### config.mk
export PLATFORM = sky130hd
export DESIGN_NAME = fetch_unit
export DESIGN_NICKNAME = d
export VERILOG_FILES = /design/src/rtl/rv_pkg.sv /design/src/rtl/next_pc_logic.sv /design/src/rtl/fetch_unit.sv
export SDC_FILE = /design/constraint.sdc
export NUM_CORES = 1
export LEC_CHECK = 0
export BUFFER_PORTS_ARGS = -buffer_cell sky130_fd_sc_hd__buf_2
export CORE_ASPECT_RATIO = 2
export CORE_MARGIN = 2
export CORE_UTILIZATION = 49
export DETAILED_ROUTE_END_ITERATION = 10
export PLACE_DENSITY = 0.81
export SYNTH_ARGS = -nofsm -noshare
export SYNTH_HDL_FRONTEND = slang
export SYNTH_HIERARCHICAL = 1
export SYNTH_SLANG_ARGS = --single-unit
### constraint.sdc
create_clock -name clock -period 2.3 [get_ports clock]
set_clock_uncertainty 0.2 [all_clocks]
set_input_delay 0 -clock clock [delete_from_list [all_inputs] [get_ports clock]]
set_output_delay 0 -clock clock [all_outputs]
set_load 0.01 [all_outputs]
### src/rtl/rv_pkg.sv
// Shared encodings for the RISC-V front end: next-PC select codes, the NOP word
// and the fetch FSM state codes.
package rv_pkg;

  localparam logic [1:0] PC_SEL_SEQ    = 2'd0;
  localparam logic [1:0] PC_SEL_BRANCH = 2'd1;
  localparam logic [1:0] PC_SEL_JAL    = 2'd2;
  localparam logic [1:0] PC_SEL_JALR   = 2'd3;

  localparam logic [31:0] NOP_INSTRUCTION = 32'h0000_0013;

  localparam logic [1:0] FETCH_REQ  = 2'd0;
  localparam logic [1:0] FETCH_WAIT = 2'd1;
  localparam logic [1:0] FETCH_HOLD = 2'd2;

  // Only a taken conditional branch or an unconditional jump moves the PC.
  function automatic logic redirect_taken(input logic valid, input logic [1:0] sel,
                                          input logic br);
    return valid & (((sel == PC_SEL_BRANCH) & br) | (sel == PC_SEL_JAL) |
                    (sel == PC_SEL_JALR));
  endfunction

endpackage

### src/rtl/next_pc_logic.sv
// Combinational redirect decode: taken detection, target select, word alignment
// and detection of a target that was only half-word aligned.
module next_pc_logic
  import rv_pkg::*;
#(
  parameter int ADDRESS_BITS = 32
) (
  input  logic                    i_redirect_valid,
  input  logic [1:0]              i_next_pc_select,
  input  logic                    i_branch,
  input  logic [ADDRESS_BITS-1:0] i_target_pc,
  input  logic [ADDRESS_BITS-1:0] i_alu_result,
  output logic                    o_taken,
  output logic [ADDRESS_BITS-1:0] o_new_pc,
  output logic                    o_misaligned
);

  localparam logic [ADDRESS_BITS-1:0] BIT0_MASK = {{(ADDRESS_BITS-1){1'b0}}, 1'b1};
  localparam logic [ADDRESS_BITS-1:0] WORD_MASK = {{(ADDRESS_BITS-2){1'b0}}, 2'b11};

  logic [ADDRESS_BITS-1:0] w_raw_target;

  // JALR clears bit 0 before alignment; bit 1 surviving that means misaligned.
  always_comb begin
    w_raw_target = i_target_pc;
    if (i_next_pc_select == PC_SEL_JALR) begin
      w_raw_target = i_alu_result & ~BIT0_MASK;
    end
  end

  assign o_taken      = redirect_taken(i_redirect_valid, i_next_pc_select, i_branch);
  assign o_new_pc     = w_raw_target & ~WORD_MASK;
  assign o_misaligned = o_taken & w_raw_target[1];

endmodule

### src/rtl/fetch_unit.sv
// Instruction fetch stage: owns the PC, keeps one memory request in flight at a
// time and presents the fetched word to decode with a valid/ready handshake.
module fetch_unit
  import rv_pkg::*;
#(
  parameter logic [31:0] RESET_PC     = 32'h0000_0000,
  parameter int          ADDRESS_BITS = 32
) (
  input  logic                    clock,
  input  logic                    reset,
  output logic                    imem_req_valid,
  input  logic                    imem_req_ready,
  output logic [ADDRESS_BITS-1:0] imem_req_addr,
  input  logic                    imem_resp_valid,
  input  logic [31:0]             imem_resp_data,
  output logic                    inst_valid,
  input  logic                    inst_ready,
  output logic [31:0]             instruction,
  output logic [ADDRESS_BITS-1:0] inst_PC,
  input  logic                    redirect_valid,
  input  logic [1:0]              next_PC_select,
  input  logic                    branch,
  input  logic [ADDRESS_BITS-1:0] target_PC,
  input  logic [ADDRESS_BITS-1:0] ALU_result,
  output logic                    misaligned
);

  localparam logic [ADDRESS_BITS-1:0] RESET_ADDR = RESET_PC[ADDRESS_BITS-1:0];

  logic [1:0]              r_state;
  logic [ADDRESS_BITS-1:0] r_pc;
  logic [31:0]             r_instruction;
  logic [ADDRESS_BITS-1:0] r_inst_pc;
  logic                    r_misaligned;
  logic                    r_drop;

  logic                    w_taken;
  logic [ADDRESS_BITS-1:0] w_new_pc;
  logic                    w_target_misaligned;

  next_pc_logic #(
    .ADDRESS_BITS(ADDRESS_BITS)
  ) u_next_pc (
    .i_redirect_valid(redirect_valid),
    .i_next_pc_select(next_PC_select),
    .i_branch        (branch),
    .i_target_pc     (target_PC),
    .i_alu_result    (ALU_result),
    .o_taken         (w_taken),
    .o_new_pc        (w_new_pc),
    .o_misaligned    (w_target_misaligned)
  );

  assign imem_req_valid = (r_state == FETCH_REQ) & ~reset;
  assign imem_req_addr  = r_pc;
  assign inst_valid     = (r_state == FETCH_HOLD);
  assign instruction    = r_instruction;
  assign inst_PC        = r_inst_pc;
  assign misaligned     = r_misaligned;

  // A redirect always wins: it retargets the PC and either flushes the held word
  // or marks the in-flight response for discard via r_drop.
  always_ff @(posedge clock) begin
    if (reset) begin
      r_state       <= FETCH_REQ;
      r_pc          <= RESET_ADDR;
      r_instruction <= NOP_INSTRUCTION;
      r_inst_pc     <= RESET_ADDR;
      r_misaligned  <= 1'b0;
      r_drop        <= 1'b0;
    end else begin
      if (w_target_misaligned) begin
        r_misaligned <= 1'b1;
      end
      case (r_state)
        FETCH_REQ: begin
          if (w_taken) begin
            r_pc <= w_new_pc;
          end
          if (imem_req_ready) begin
            r_state <= FETCH_WAIT;
            if (w_taken) begin
              r_drop <= 1'b1;
            end
          end
        end
        FETCH_WAIT: begin
          if (w_taken) begin
            r_pc <= w_new_pc;
            if (imem_resp_valid) begin
              r_drop  <= 1'b0;
              r_state <= FETCH_REQ;
            end else begin
              r_drop <= 1'b1;
            end
          end else if (imem_resp_valid) begin
            if (r_drop) begin
              r_drop  <= 1'b0;
              r_state <= FETCH_REQ;
            end else begin
              r_instruction <= imem_resp_data;
              r_inst_pc     <= r_pc;
              r_state       <= FETCH_HOLD;
            end
          end
        end
        FETCH_HOLD: begin
          if (w_taken) begin
            r_pc    <= w_new_pc;
            r_state <= FETCH_REQ;
          end else if (inst_ready) begin
            r_pc    <= r_pc + ADDRESS_BITS'(4);
            r_state <= FETCH_REQ;
          end
        end
        default: r_state <= FETCH_REQ;
      endcase
    end
  end

endmodule

==> run_results.csv, run 1 <==
group,metric,value,unit
setup_path,critical_path.endpoint_type,"flop",
synth,synth.lib_cells_used.distinct,57,
sta,drv_slew,0,
synth,syn_inst,631,
setup_path,worstPathRequired,2390,ps
clock_network,insertion_delay,350,ps
layout,utilization,74.04,%
sta,timing.final.hold_violations,0,
clock_network,clkTransAtPathRegs,80,ps
floorplan,placement_rows,52,
placement,area_of_placed_instances,6356,sq um
synth,cell_types_with_the_largest_area_share_after_synthesis,"sky130_fd_sc_hd__dfxtp_1 (40%), sky130_fd_sc_hd__nand2_1 (12%), sky130_fd_sc_hd__mux2_4 (8.9%), sky130_fd_sc_hd__a21oi_1 (8.8%), sky130_fd_sc_hd__nor2_1 (2.5%)",
clock_network,clock-sinks,100,
sta,finalCritPeriodShare,95.81,%
power,static-leakage-power,3.406,nW
sta,max_clock_freq,453.8,MHz
clock_network,clock-root-buffer,"sky130_fd_sc_hd__clkbuf_16",
placement,dpl_worst_slack,102.8,ps
global_route,track_usage,32.15,%
floorplan,design.portCount,204,
floorplan,width_of_the_chip,75.77,um
synth,syn_avg_cell_area,7.999,sq um
power,finalPower,4.175,mW
power,power_density,559.1,nW/um^2
sta,fin_hold_ws,15.16,ps
synth,yosys_warnings,6,
layout,final_design_area_no_fill,7467,sq um
detailed_routing,drt_first_pass_iters,7,
detailed_routing,drt_iter0_markers,476,
setup_path,setup.reg_to_reg.worst_slack,100,ps
sta,maxSlewHeadroom,61.07,%
synth,synthDominantCellAreaShare,39.66,%
detailed_routing,remaining_drc_errors,0,
setup_path,cp-startpoint,"r_state[1]",
synth,synth.ff_latch_count,100,
global_route,first_pass_grt_wire_length,27.95,mm
layout,layoutNonFillerInstCount,1058,
floorplan,fp.dieArea,11180,sq um
layout,diodes,0,
setup_path,criticalPathCategory,"flop to flop",
detailed_routing,route.vias.total,5887,
run_status,status,"complete, no violations",
synth,post_synth_instance_area,5047,sq um
synth,post-synth-top-area-cell,"sky130_fd_sc_hd__dfxtp_1",
setup_path,path_max_fanout,36,
setup_path,critical_path.endpoint,"imem_req_addr[5]",
setup_path,worstPathArrival,2290,ps
global_route,global_route.overflow_total,0,
min_path,holdCritPathClass,"primary input to flop",
min_path,min-delay-start,"target_PC[25]",
floorplan,die_h,147.5,um
detailed_routing,wirelength,17.65,mm
global_route,number_of_global_route_vias_before_repair,5843,
setup_path,r2r-end,"imem_req_addr[5]",
synth,number_of_flops_mapped_to_enable_cells_by_yosys,0,
floorplan,start_util,50.05,%
sta,worst_pin_slew,584.0,ps
sta,finalSetupTns,0,ps
detailed_routing,drt-vias-per-instance,5.564,
job,maxCapViolations,0,
power,ir_drop,0.3745,mV
sta,finalSetupViolations,0,
layout,drive_above_1_share,33.15,%
detailed_routing,antenna_left,0,
sta,postLayoutSetupSlackWorst,96.35,ps
sta,final.min_clock_period,2204,ps
global_route,grt_max_degree,55,
detailed_routing,avgRoutedWirePerCell,16.68,um
global_route,grt_antenna_before_repair,0,
synth,synth-async-reset-ratio,0,%
layout,areaGrowthSynthToFinish,47.94,%
setup_path,reg2regPathDepth,6,
layout,layout.nets,1024,
synth,ys_dominant_reg_cell,"sky130_fd_sc_hd__dfxtp_1",
clock_network,tritoncts.num_buffers,9,
placement,place_hpwl,11.44,mm
clock_network,htree_num_levels,3,
floorplan,placeable_core_region,10080,sq um
clock_network,max-clock-path-buffers,2,
clock_network,tritoncts,"yes",
synth,synth_seq_area_share,39.66,%
setup_path,startpoint_type,"flop",
placement,numPortBuffers,201,
placement,dp.cells,961,
placement,gp_congestion,0.9458,
setup_path,reg2reg_from,"r_state[1]",
==> logic make-up after synthesis <==
kind of cell,Yosys count,share of synthesized area (%)
other cells,1,0.07430
compound gates,152,17.87
flops,100,39.66
mux,37,10.31
fa+ha+maj,1,0.2479
simple gates,287,26.87
buf+inv,53,4.958
==> critical path, stage by stage, from the launching register on <==
cell	delay, ps
sky130_fd_sc_hd__dfxtp_1	460
sky130_fd_sc_hd__or3b_1	460
sky130_fd_sc_hd__buf_12	200
sky130_fd_sc_hd__or3_1	370
sky130_fd_sc_hd__a21oi_1	220
sky130_fd_sc_hd__a21oi_1	100
sky130_fd_sc_hd__nor2_1	110
==> Yosys cell counts, drive strengths merged, types with 2 or more instances <==
library cell  number
a211o              2
a211oi             2
a21o               3
a21oi             89
a22o               2
a22oi              8
a2bb2oi            2
a311oi             4
a31oi              8
and2               6
and3               7
buf               23
clkbuf            25
dfxtp            100
inv                5
mux2              30
mux2i              7
nand2            165
nand2b             3
nand3             18
nand3b             5
nand4             13
nor2              34
nor3               7
nor3b              6
nor4               6
o211ai             2
o21ai             14
o22ai              6
o31ai              2
or2                2
or3                9
or4                2
==> worst min path at each step <==
stage	endpoint	slack [ps]	cells past startpoint
2_1_floorplan	imem_req_addr[13]	-90	1
3_3_place_gp	instruction[4]	10	3
3_5_place_dp	instruction[0]	20	3
4_1_cts	imem_req_addr[4]	0.4	5
5_1_grt	imem_req_addr[4]	20	5
6_report	imem_req_addr[25]	20	5
==> routing by layer <==
layer  routed length (um)  GRT usage [%]  vias to the layer above
li1                     -              -                     2779
met1                 6466          34.94                     2733
met2                 9515          55.91                      308
met3                  958          5.453                       67
met4                  705          18.07                        0
met5                    0              0                        -
==> cell type report <==
class | instances | area [sq um]
well taps | 135 | 168.9
flip-flops and latches | 100 | 2003
inverters | 5 | 18.77
repair buffers | 323 | 2162
clock inverters | 7 | 71.32
multi-input cells | 479 | 2818
fillers | 725 | 2618
clock buffers | 9 | 225.2
==> placed cells by master, fill, tap and decap left out, types with 4 or more instances in the layout <==
cell                            netlist  layout
sky130_fd_sc_hd__a21oi_1             89      88
sky130_fd_sc_hd__nand2_1            164     164
sky130_fd_sc_hd__nor3_1               6       6
sky130_fd_sc_hd__mux2_4              30      30
sky130_fd_sc_hd__nor3b_1              6       4
sky130_fd_sc_hd__or3_1                9       9
sky130_fd_sc_hd__dlygate4sd3_1        0      80
sky130_fd_sc_hd__o22ai_1              6       6
sky130_fd_sc_hd__nand3b_1             5       5
sky130_fd_sc_hd__mux2i_1              7       7
sky130_fd_sc_hd__nor4_1               5       5
sky130_fd_sc_hd__and3_1               7       7
sky130_fd_sc_hd__a31oi_1              8       8
sky130_fd_sc_hd__nor2_1              34      33
sky130_fd_sc_hd__o21ai_0             12      12
sky130_fd_sc_hd__inv_1                5       5
sky130_fd_sc_hd__nand4_1             13      13
sky130_fd_sc_hd__dfxtp_1            100      99
sky130_fd_sc_hd__a311oi_1             4       4
sky130_fd_sc_hd__buf_2               17     200
sky130_fd_sc_hd__clkbuf_16            0       9
sky130_fd_sc_hd__buf_4                2      40
sky130_fd_sc_hd__a22oi_1              8       8
sky130_fd_sc_hd__nand3_1             15      15
sky130_fd_sc_hd__and2_1               5       5
==> what timing repair did <==
action,in CTS,in global routing
buffers inserted,0,1
gates resized for setup,0,3
endpoints found under the hold margin,66,0
endpoints found under the setup margin,0,7
hold buffers,80,0
==> power breakdown <==
part / total [mW] / internal (mW) / switching [mW]
sequential: 1.87 / 1.80 / 0.0729
clock: 1.52 / 0.765 / 0.753
combinational: 0.785 / 0.409 / 0.375
==> state kept, by name, indices dropped and copies added (netlist names) <==
| name | cells |
|---|---|
| misaligned | 1 |
| instruction | 32 |
| r_drop | 1 |
| r_state | 2 |
| imem_req_addr | 32 |
| inst_PC | 32 |
Power figures use the tool's default switching activity.
==> inputs of run 2 (changes only) <==
--- a/config.mk
+++ b/config.mk
@@ -8,9 +8,8 @@
 export BUFFER_PORTS_ARGS = -buffer_cell sky130_fd_sc_hd__buf_2
 export CORE_ASPECT_RATIO = 2
 export CORE_MARGIN = 2
-export CORE_UTILIZATION = 49
+export CORE_UTILIZATION = 35
 export DETAILED_ROUTE_END_ITERATION = 10
-export PLACE_DENSITY = 0.81
 export SYNTH_ARGS = -nofsm -noshare
 export SYNTH_HDL_FRONTEND = slang
 export SYNTH_HIERARCHICAL = 1
==> run 2 against run 1 <==
Compared with the run above:
- setup slack improved by 71 ps
- combinational power fell by 2.5%
- highest routed layer unchanged
- via count fell by 4.7%
- utilization fell by 21 points
- cell count rose by 4.7%
- routed wire length fell by 7.5%
- total power fell by 0.14%
- sequential cell count did not move
- first-iteration DRC count fell by 50%
- sequential share of layout area fell by 0.066 points
- global-route usage fell by 11 points
- critical path depth rose by 3
==> run_results.csv, run 2 (synthesis results as in run 1) <==
group,metric,value,unit
run_status,status,"complete, no violations",
layout,areaGrowthSynthToFinish,48.22,%
job,maxCapViolations,0,
floorplan,placeable_core_region,14200,sq um
layout,layout_common_cells,"sky130_fd_sc_hd__buf_2 (200), sky130_fd_sc_hd__nand2_1 (164), sky130_fd_sc_hd__dfxtp_1 (100)",
detailed_routing,route.vias.total,5608,
min_path,holdCritPathClass,"primary input to flop",
detailed_routing,remaining_drc_errors,0,
layout,diodes,0,
clock_network,tritoncts.num_buffers,9,
layout,mostFrequentLayoutCell,"sky130_fd_sc_hd__buf_2",
setup_path,worstPathArrival,2190,ps
setup_path,setup.reg_to_reg.worst_slack,180,ps
clock_network,clock-sinks,100,
detailed_routing,antenna_left,0,
layout,layout.area.seq,2002,sq um
min_path,worstHoldPathCells,4,
layout,filler_cell_count,1338,
power,power_density,557.2,nW/um^2
sta,timing.final.hold_violations,0,
sta,finalCritPeriodShare,92.73,%
floorplan,fp.dieArea,15460,sq um
setup_path,worstPathRequired,2360,ps
detailed_routing,drt-vias-per-instance,5.061,
setup_path,reg2regPathDepth,6,
detailed_routing,drt_first_pass_iters,5,
placement,gp_congestion,0.8238,
sta,postLayoutSetupSlackWorst,167.3,ps
setup_path,critical_path.endpoint_type,"flop",
floorplan,width_of_the_chip,88.92,um
setup_path,path_max_fanout,14,
placement,dpl_worst_slack,196.5,ps
sta,drv_slew,0,
clock_network,cts_setup_buffers,0,
sta,grt_setup_unrepaired,"no",
sta,final.min_clock_period,2133,ps
detailed_routing,drt_iter0_markers,236,
layout,drive_above_1_share,32.21,%
sta,worst_pin_slew,648.7,ps
min_path,min-delay-start,"ALU_result[21]",
clock_network,max-clock-path-buffers,2,
clock_network,tritoncts,"yes",
global_route,first_pass_grt_wire_length,26.03,mm
setup_path,cp-startpoint,"redirect_valid",
detailed_routing,avgRoutedWirePerCell,14.73,um
setup_path,r2r-end,"imem_req_addr[26]",
layout,multi_input_logic_area,2815,sq um
setup_path,criticalPathCategory,"primary input to flop",
clock_network,htree_num_levels,3,
setup_path,reg2reg_from,"imem_req_addr[2]",
placement,place_hpwl,11.00,mm
power,ir_drop,0.3521,mV
floorplan,placement_rows,62,
floorplan,design.portCount,204,
sta,max_clock_freq,468.9,MHz
clock_network,clkTransAtPathRegs,70,ps
sta,finalSetupViolations,0,
clock_network,insertion_delay,340,ps
power,static-leakage-power,3.371,nW
global_route,global_route.overflow_total,0,
floorplan,start_util,35.55,%
clock_network,clock-root-buffer,"sky130_fd_sc_hd__clkbuf_16",
min_path,whs_endpoint,"imem_req_addr[21]",
sta,maxSlewHeadroom,56.75,%
global_route,number_of_global_route_vias_before_repair,5341,
global_route,track_usage,21.14,%
floorplan,die_h,173.8,um
detailed_routing,wirelength,16.32,mm
placement,numPortBuffers,201,
global_route,grt_max_degree,65,
sta,finalSetupTns,0,ps
setup_path,startpoint_type,"primary input",
layout,layout.nets,1017,
global_route,grt_antenna_before_repair,0,
[run 2: through the flow]
stage | cell area (sq um) | hold WS, ps | util [%] | power (mW) | cells
after floorplan | 5051 | -92.95 | - | 2.263 | 632
after detailed placement | 6375 | 15.33 | 44.91 | 2.555 | 1011
final | 7481 | 7.900 | 52.70 | 4.169 | 1108
after global placement | 6375 | 9.281 | 44.91 | 2.550 | 1011
after CTS | 7478 | 3.021 | 52.68 | 4.208 | 1108
after global routing | 7481 | 25.09 | 52.70 | 4.366 | 1108
[run 2: timing repair]
action | 4_1_cts | 5_1_grt
hold endpoints to repair | 82 | 0
endpoints found under the setup margin | 0 | 1
gates resized for setup | 0 | 1
hold buffers | 81 | 0
[run 2: area by class of cell]
class	count	share of cell area (%)
Clock buffer	10	3.061
Clock inverter	6	0.8530
Inverter	5	0.2509
Multi-Input combinational cell	479	37.63
Sequential cell	100	26.76
Tap cell	192	3.211
Timing Repair Buffer	316	28.23
[run 2: worst max-delay path, cell delays in order]
cell and delay [ps]:
sky130_fd_sc_hd__dlygate4sd3_1 520, sky130_fd_sc_hd__buf_2 100, sky130_fd_sc_hd__inv_1 40, sky130_fd_sc_hd__nor2_1 320
sky130_fd_sc_hd__a21oi_1 120, sky130_fd_sc_hd__a21o_1 370, sky130_fd_sc_hd__nor2_2 360, sky130_fd_sc_hd__o22ai_1 130
sky130_fd_sc_hd__o31ai_1 220
[run 2: worst max path at each step]
stage	end	cells after the start
final	imem_req_addr[19]	9
after global routing	imem_req_addr[28]	7
after CTS	imem_req_addr[19]	9
after detailed placement	imem_req_addr[26]	6
after global placement	imem_req_addr[19]	8
after floorplan	imem_req_addr[26]	6
[run 2: power by group]
part / total (mW) / leakage [nW] / internal [mW] / switching (mW)
combinational: 0.765 / 2.42 / 0.406 / 0.359
clock: 1.53 / 0.139 / 0.845 / 0.686
sequential: 1.87 / 0.813 / 1.80 / 0.0728
[run 2: routing by layer]
metal  up-vias  track usage (%)  part of all wire (%)
met4         0            7.071                   2.1
met5         -                0                     0
li1       2766                -                     -
met3        25            3.667                   6.6
met1      2586            25.88                    41
met2       231            36.38                    50
==> inputs of run 3 (changes only) <==
==> constraint.sdc (replaced) <==
create_clock -name clock -period 2 [get_ports clock]
set_clock_uncertainty 0.2 [all_clocks]
set_input_delay 0 -clock clock [delete_from_list [all_inputs] [get_ports clock]]
set_output_delay 0 -clock clock [all_outputs]
set_load 0.01 [all_outputs]
==> run 3 against run 2 <==
Compared with the run above:
- combinational power is 23% higher
- global-route usage is 0.085 points higher
- sequential power is 14% higher
- hold slack worse by 9.2 ps
- the run now ends with hold timing, setup timing left
- die area stayed put
- critical path type is now flop to flop
- sequential share of layout area is 0.75 points lower
- total power is 16% higher
- register-to-register slack worse by 190 ps
- non-clock buffer count is 21 higher
==> run_results.csv, run 3 (synthesis results as in run 1) <==
group,metric,value,unit
clock_network,clkTransAtPathRegs,80,ps
floorplan,fp.dieArea,15460,sq um
sta,timing.final.hold_violations,1,
global_route,global_route.overflow_total,0,
global_route,grt_antenna_before_repair,0,
clock_network,tritoncts,"yes",
setup_path,crit_top_cell,"sky130_fd_sc_hd__nand4_1",
global_route,number_of_global_route_vias_before_repair,5413,
min_path,min-delay-start,"ALU_result[3]",
sta,maxSlewHeadroom,63.09,%
placement,gp_congestion,0.8368,
floorplan,placement_rows,62,
setup_path,criticalPathCategory,"flop to flop",
sta,finalSetupViolations,2,
clock_network,htree_num_levels,3,
floorplan,design.portCount,204,
setup_path,setup.reg_to_reg.worst_slack,-9,ps
power,power_density,623.8,nW/um^2
detailed_routing,drt_iter0_markers,300,
setup_path,path_max_fanout,5,
detailed_routing,drt_first_pass_iters,5,
floorplan,die_h,173.8,um
setup_path,reg2regPathDepth,6,
global_route,grt_max_degree,39,
setup_path,reg2reg_from,"imem_req_addr[3]",
layout,mostFrequentLayoutCell,"sky130_fd_sc_hd__buf_2",
clock_network,tritoncts.num_buffers,9,
run_status,status,"finished with violations",
layout,areaGrowthSynthToFinish,53.05,%
run_status,violations,"hold timing, setup timing",
setup_path,startpoint_type,"flop",
detailed_routing,antenna_left,0,
setup_path,cp-startpoint,"imem_req_addr[3]",
global_route,track_usage,21.22,%
floorplan,start_util,35.55,%
global_route,first_pass_grt_wire_length,26.18,mm
layout,drive_above_1_share,34.69,%
detailed_routing,avgRoutedWirePerCell,14.87,um
min_path,worstHoldPathCells,4,
sta,grt_setup_unrepaired,"yes",
layout,diodes,0,
detailed_routing,remaining_drc_errors,0,
power,static-leakage-power,3.501,nW
layout,layout.nets,1038,
placement,numPortBuffers,201,
sta,finalCritPeriodShare,100.4,%
setup_path,worstPathArrival,2080,ps
detailed_routing,drt-vias-per-instance,5.043,
clock_network,clock-sinks,100,
setup_path,worstPathCellList,"buf_4 > nand4_1 > nor3_1 > nand4_1 > or4_1 > a31oi_1",
sta,postLayoutSetupSlackWorst,-8.594,ps
placement,place_hpwl,11.31,mm
detailed_routing,wirelength,16.79,mm
detailed_routing,route.vias.total,5693,
power,ir_drop,0.4337,mV
min_path,whs_endpoint,"imem_req_addr[3]",
sta,fin_hold_ws,-1.310,ps
layout,layout_common_cells,"sky130_fd_sc_hd__buf_2 (200), sky130_fd_sc_hd__nand2_1 (164), sky130_fd_sc_hd__dfxtp_1 (98)",
sta,final.min_clock_period,2009,ps
sta,drv_slew,0,
setup_path,critical_path.endpoint_type,"flop",
clock_network,max-clock-path-buffers,2,
clock_network,insertion_delay,350,ps
setup_path,r2r-end,"imem_req_addr[25]",
floorplan,width_of_the_chip,88.92,um
setup_path,worst_path_max_delay_cell,"sky130_fd_sc_hd__nor3_1",
setup_path,worstPathRequired,2070,ps
job,maxCapViolations,0,
clock_network,clock-root-buffer,"sky130_fd_sc_hd__clkbuf_16",
min_path,holdCritPathClass,"primary input to flop",
setup_path,critical_path.max_stage_delay,410,ps
sta,finalSetupTns,-9.680,ps
sta,max_clock_freq,497.9,MHz
sta,worst_pin_slew,548.6,ps
floorplan,placeable_core_region,14200,sq um
==> run 3: through the flow <==
stage | power, mW | utilization, % | cells | area, sq um | setup slack (ps)
floorplan | 2.602 | - | 632 | 5061 | 15.64
global placement | 2.969 | 46.30 | 1031 | 6573 | -11.14
detailed placement | 2.980 | 46.30 | 1031 | 6573 | -39.02
CTS | 4.856 | 54.09 | 1128 | 7679 | -15.14
global route | 5.036 | 54.42 | 1129 | 7725 | -112.8
finish | 4.819 | 54.42 | 1129 | 7725 | -8.594
==> run 3: worst max-delay path by stage <==
stage	end	slack [ps]	cells after the start
after detailed placement	imem_req_addr[26]	-40	6
after floorplan	imem_req_addr[26]	20	6
after global routing	imem_req_addr[25]	-110	6
final	imem_req_addr[25]	-9	6
after CTS	imem_req_addr[26]	-20	6
after global placement	imem_req_addr[26]	-10	6
==> run 3: layout make-up <==
class,instances,area (sq um)
fill,1366,6471
sequential,100,2009
timing repair buffer,337,2308
tap,192,240.2
clock buffer,9,225.2
clock inverter,7,72.57
multi-input combinational,479,2850
inverter,5,18.77
==> run 3: routing by layer <==
metal  vias up  global-route usage, %  part of all wire, %
li1       2812                      -                    -
met1      2630                  26.24                   42
met2       214                  35.63                   49
met3        37                  3.333                  5.8
met4         0                  8.838                  2.8
met5         -                      0                    0
==> run 3: worst max-delay path, delay by kind of cell, from the launching register on <==
family / cells / cell delay [ps]
AOI/OAI and AO/OA: 1 / 160
buffers and inverters: 1 / 120
DFF: 1 / 350
and+or+nand+nor: 4 / 1110
==> run 3: repair_timing <==
action / 4_1_cts / 5_1_grt
pin swaps: 1 / 2
hold buffers: 80 / 0
hold endpoints to repair: 78 / 0
buffers inserted: 1 / 1
resized for setup: 0 / 8
setup endpoints to repair: 2 / 84
gates cloned: 0 / 0
==> run 3: power breakdown <==
| part | switching (mW) | internal, mW |
|---|---|---|
| logic | 0.442 | 0.502 |
| clock network | 0.858 | 0.880 |
| registers | 0.0698 | 2.07 |
| total | 1.37 | 3.45 |
